`config.mk`:
```
export PLATFORM = sky130hd
export DESIGN_NAME = sr_pq_ctrl
export DESIGN_NICKNAME = d
export VERILOG_FILES = /design/src/rtl/pq_pkg.sv /design/src/rtl/sr_pq_ctrl.sv
export SDC_FILE = /design/constraint.sdc
export NUM_CORES = 1
export LEC_CHECK = 0
export CORE_MARGIN = 1
export CORE_UTILIZATION = 40
export CTS_BUF_LIST = sky130_fd_sc_hd__clkbuf_2 sky130_fd_sc_hd__clkbuf_4 sky130_fd_sc_hd__clkbuf_8
export DETAILED_ROUTE_END_ITERATION = 8
export PLACE_DENSITY = 0.81
export SLEW_MARGIN = 40
export SYNTH_ARGS = -nofsm -noshare
export SYNTH_HDL_FRONTEND = slang
export SYNTH_SLANG_ARGS = --single-unit
```
`constraint.sdc`:
```
create_clock -name clk -period 2.8 [get_ports clk]
set_clock_uncertainty 0.05 [all_clocks]
set_input_delay 0.28 -clock clk [delete_from_list [all_inputs] [get_ports clk]]
set_output_delay 0.28 -clock clk [all_outputs]
set_load 0.05 [all_outputs]
```
`src/rtl/pq_pkg.sv`:
```
// =============================================================================
//  Module : pq_pkg
//  Shared types for the shift-register priority queue: key-value and op codes.
//  Rev    : 1.0
// =============================================================================
`default_nettype none

package pq_pkg;

  localparam int KW = 8;
  localparam int VW = 8;

  typedef struct packed {
    logic [KW-1:0] key;
    logic [VW-1:0] val;
  } kv_t;

  // An unoccupied stage carries the largest possible key so it sorts last.
  localparam kv_t KV_EMPTY = '{key: '1, val: '0};

  typedef enum logic [1:0] {
    OP_ENQ   = 2'd0,
    OP_DEQ   = 2'd1,
    OP_REPL  = 2'd2,
    OP_FLUSH = 2'd3
  } pq_op_t;

endpackage

`default_nettype wire

```
`src/rtl/sr_pq_ctrl.sv`:
```
// =============================================================================
//  Module : sr_pq_ctrl
//  Command-side initiator for the shift-register PQ stage array.
//  Rev    : 1.0
// =============================================================================
`default_nettype none

module sr_pq_ctrl
  import pq_pkg::*;
#(
  parameter int DEPTH = 8,
  parameter int CW    = $clog2(DEPTH + 1)
) (
  input  logic          clk,
  input  logic          rst,
  input  logic          cmd_valid,
  output logic          cmd_ready,
  input  pq_op_t        cmd_op,
  input  kv_t           cmd_kv,
  output logic          rsp_valid,
  input  logic          rsp_ready,
  output kv_t           rsp_kv,
  output logic          pq_enq,
  output logic          pq_deq,
  output logic          pq_replace,
  output kv_t           pq_kvi,
  input  kv_t           pq_head,
  output logic [CW-1:0] count,
  output logic          full,
  output logic          empty,
  output logic          err_full,
  output logic          err_empty
);

  typedef enum logic [0:0] {
    S_RUN   = 1'b0,
    S_FLUSH = 1'b1
  } state_t;

  state_t        r_state;
  state_t        w_state_nx;
  logic [CW-1:0] r_count;
  logic [CW-1:0] w_count_nx;
  logic [CW-1:0] r_flush_cnt;
  logic [CW-1:0] w_flush_nx;
  logic          r_rsp_valid;
  kv_t           r_rsp_kv;
  logic          r_err_full;
  logic          r_err_empty;
  logic          w_accept;
  logic          w_load;
  logic          w_err_full_nx;
  logic          w_err_empty_nx;

  assign cmd_ready = (r_state == S_RUN) && (!r_rsp_valid || rsp_ready);
  assign w_accept  = cmd_valid && cmd_ready;
  assign full      = (r_count == CW'(DEPTH));
  assign empty     = (r_count == '0);
  assign count     = r_count;
  assign rsp_valid = r_rsp_valid;
  assign rsp_kv    = r_rsp_kv;
  assign err_full  = r_err_full;
  assign err_empty = r_err_empty;
  assign pq_kvi    = (pq_enq || pq_replace) ? cmd_kv : KV_EMPTY;

  always_comb begin
    pq_enq         = 1'b0;
    pq_deq         = 1'b0;
    pq_replace     = 1'b0;
    w_state_nx     = r_state;
    w_count_nx     = r_count;
    w_flush_nx     = r_flush_cnt;
    w_load         = 1'b0;
    w_err_full_nx  = 1'b0;
    w_err_empty_nx = 1'b0;
    case (r_state)
      S_RUN: begin
        if (w_accept) begin
          case (cmd_op)
            OP_ENQ: begin
              if (!full) begin
                pq_enq     = 1'b1;
                w_count_nx = r_count + CW'(1);
              end else begin
                w_err_full_nx = 1'b1;
              end
            end
            OP_DEQ: begin
              if (!empty) begin
                pq_deq     = 1'b1;
                w_load     = 1'b1;
                w_count_nx = r_count - CW'(1);
              end else begin
                w_err_empty_nx = 1'b1;
              end
            end
            OP_REPL: begin
              // Replace on an empty queue degenerates to a plain insert.
              if (!empty) begin
                pq_replace = 1'b1;
                w_load     = 1'b1;
              end else begin
                pq_enq     = 1'b1;
                w_count_nx = CW'(1);
              end
            end
            OP_FLUSH: begin
              if (!empty) begin
                w_flush_nx = r_count;
                w_count_nx = '0;
                w_state_nx = S_FLUSH;
              end
            end
            default: ;
          endcase
        end
      end
      S_FLUSH: begin
        // One shift per occupied stage pushes every entry off the end.
        pq_deq     = 1'b1;
        w_flush_nx = r_flush_cnt - CW'(1);
        if (r_flush_cnt == CW'(1)) begin
          w_state_nx = S_RUN;
        end
      end
      default: w_state_nx = S_RUN;
    endcase
  end

  always_ff @(posedge clk) begin
    if (rst) begin
      r_state     <= S_RUN;
      r_count     <= '0;
      r_flush_cnt <= '0;
      r_rsp_valid <= 1'b0;
      r_rsp_kv    <= KV_EMPTY;
      r_err_full  <= 1'b0;
      r_err_empty <= 1'b0;
    end else begin
      r_state     <= w_state_nx;
      r_count     <= w_count_nx;
      r_flush_cnt <= w_flush_nx;
      r_err_full  <= w_err_full_nx;
      r_err_empty <= w_err_empty_nx;
      // pq_head is sampled before the stages shift on this same edge.
      if (w_load) begin
        r_rsp_valid <= 1'b1;
        r_rsp_kv    <= pq_head;
      end else if (r_rsp_valid && rsp_ready) begin
        r_rsp_valid <= 1'b0;
      end
    end
  end

endmodule

`default_nettype wire
```
==> results.ini <==
[cts]
cts_tree = yes
cts_setup_buffers = 0
clockBufferDepth = 2
postCtsResizedCells = 0
clk_transition_reported_paths_ps = 90
cts_inserted_buffers = 3
clock_latency_ps = 280
ctsHoldBuffers = 0
ctsHtreeMaxLevel = 1
cts.sinks = 28
cts-root-buf = clkbuf_8

[placed_design]
dp.final_hpwl_mm = 3.14
routabilityCongestion = 0.877
pre_cts_ws_ps = 228
io_buffers = 82

[sta]
rsz0062_at_grt = no
hold_violations = 0
clock.fmax_mhz = 378
fin_crit_sh_pct = 94.4
tightest_slew_ps = 527
setup_viol = 0
fin_crit_ps = 2640
setup_tns_ps = 0
slew_headroom_pct = 64.8
maxSlewViolCount = 0
setup_ws_ps = 157

[yosys]
synth_top_family_by_area = simple AND/OR/NAND/NOR gates
synth.area.top_cells = dfxtp_1 (37%), mux2i_1 (11%), ha_1 (6.5%)
synthCells = 170
synth_ff_type = dfxtp_1
synth_area_leader_cell = dfxtp_1
syn_nets = 217
synth-edff-count = 0
seq_area_frac_synth_pct = 36.7
synth_mux_area_share_pct = 12.1
synthTopCellsByCount = dfxtp_1 (28), mux2i_1 (17), nand2_1 (14), nor2_1 (13), a21oi_1 (9)
synth_area_per_cell_sq_um = 8.99
synth_compound_area_share_pct = 12.6
synthAdderAreaFrac_pct = 7.86
async_flop_share_pct = 0
synth_area_sq_mm = 0.00153
yosysMostFrequentCell = dfxtp_1
synth-xor-area-share_pct = 1.72
synth_cell_type_count = 44
yosysTopAreaCellShare_pct = 36.7
synth-simple-area-share_pct = 22.0
synth_warnings = 0
ys_ff_latch = 28

[grt]
grt_pass1_wl_mm = 6.76
antenna_found_initial = 0
grt_pass1_vias = 1484
use_met2_pct = 37.8
use_met3_pct = 3.93
grt_busiest_layer = met2
grt_usage_pct = 21.1
grt_max_degree = 21
overflow = 0
grtUsageMet1_pct = 25.0

[final_layout]
n_fill_cell = 273
diodes = 0
multi_input_area_sq_um = 861
fin_nets = 298
seq_area_sq_um = 561
syn_to_final_growth_pct = 65.9
drive_above_1_share_pct = 13.2

[routing]
firstDrtPassIters = 4
drtIter0Drc = 56
drc_errors = 0
vias = 1555
drt-total-wl_mm = 4.14
routedWlPerCell_microns = 13.9
via_per_inst = 5.22
postRouteAntennaNets = 0

[worst_setup_path]
worstPathMaxFanout = 7
r2r.worst_path.cells = 5
path_cells = or4_1 > inv_6 > clkdlybuf4s50_1
cp_top_family = buffers and inverters
worstPathArrival_ps = 2310
critPathBufInv = 2
cp_num_cells = 3
crit_required_ps = 2470
cp-start-kind = flop
worstSetupEndpointType = output port
crit_type = reg -> out
crit_path_top_delay_cell = clkdlybuf4s50_1
cpPeakStageDelay_ps = 800

[worst_hold_path]
hold_depth = 2
hold_class = reg -> reg

[power]
powerDensity_mw_per_mm2 = 470
power.switching_uw = 395
combPwrFrac_pct = 36.4
pwr-share-clk_pct = 26.8
irDropWorstVdd_uv = 420
swShare_pct = 33.2
internal_power_uw = 796
seq_power_share_pct = 36.7
leakage_nw = 1.10

[die]
die_w_microns = 63.8
coreArea_sq_mm = 0.00366
ioPinCount = 83
row_count = 22
die_h_microns = 63.8
initial_utilization_pct = 41.8
dieArea_sq_mm = 0.00407

[flow_run]
drv_cap = 0

[run_status]
status = finished, final reports clean

-- final cells by class --
class,instances,share of cell area (%)
flip-flops and latches,28,22.1
repair buffers,86,37.1
clock inverters,1,1.18
clock buffers,3,1.63
inverters,10,1.68
well taps,48,2.37
multi-input cells,122,33.9
-- cells by family after synthesis --
logic type | Yosys count
compound gates | 28
xor+xnor | 3
fa+ha+maj | 9
buf+inv | 20
flops | 28
mux | 18
simple gates | 64
-- power groups by stage --
stage | sequential [mW] | clock (mW) | combinational (mW)
2_1_floorplan | 0.497 | 0 | 0.218
3_3_place_gp | 0.446 | 0 | 0.428
3_5_place_dp | 0.446 | 0 | 0.433
4_1_cts | 0.437 | 0.326 | 0.435
5_1_grt | 0.441 | 0.339 | 0.460
6_report | 0.437 | 0.320 | 0.434
-- flip-flops by register name (all words and copies together), names as in the netlist --
signal and cells:
rsp_kv 16, r_state 1, err_empty 1, r_flush_cnt 4
count 4, err_full 1, rsp_valid 1
-- tightest hold or removal path: stages (launching register included) --
cell	delay (ps)
dfxtp_1	330
nand2_1	60
a21oi_1	50
-- cells in the final DEF, fill, tap and decap left out, types with 2 or more instances in the layout --
| cell type | count |
|---|---|
| buf_12 | 11 |
| nand3_1 | 2 |
| nor2_1 | 13 |
| xor2_1 | 2 |
| buf_4 | 12 |
| nand2_1 | 14 |
| nand4_1 | 4 |
| clkbuf_8 | 3 |
| ha_1 | 8 |
| a21oi_1 | 9 |
| inv_1 | 8 |
| mux2i_1 | 17 |
| nor4_1 | 4 |
| clkdlybuf4s50_1 | 63 |
| o21ai_0 | 4 |
| nor2b_1 | 2 |
| a32oi_1 | 3 |
| or4_1 | 2 |
| a31oi_1 | 2 |
| dfxtp_1 | 28 |
| and2_1 | 8 |
| or3_1 | 8 |
-- metrics by stage --
step,instance area (sq um),util [%],hold slack [ps],power (mW),cells
2_1_floorplan,1530,-,355,0.715,170
3_3_place_gp,2460,67.3,407,0.873,294
3_5_place_dp,2460,67.3,409,0.879,294
4_1_cts,2540,69.3,434,1.20,298
5_1_grt,2540,69.3,471,1.24,298
6_report,2540,69.3,430,1.19,298
-- final timing paths --
| check | startpoint | end | slack, ps |
|---|---|---|---|
| hold / removal | r_flush_cnt[1] | r_flush_cnt[1] | 430 |
| hold reg to reg | r_flush_cnt[1] | r_flush_cnt[1] | 430 |
| setup / recovery | count[3] | empty | 160 |
| setup reg to reg | count[3] | count[0] | 480 |
-- per-layer routing --
layer  vias up  share of wire, %  wire length (microns)
li1        763                 -                      -
met3         4               6.4                    264
met5         -                 0                      0
met2        69                52                   2130
met1       719                41                   1690
met4         0               1.2                     51
No activity file was read; power rests on OpenSTA's default activity.
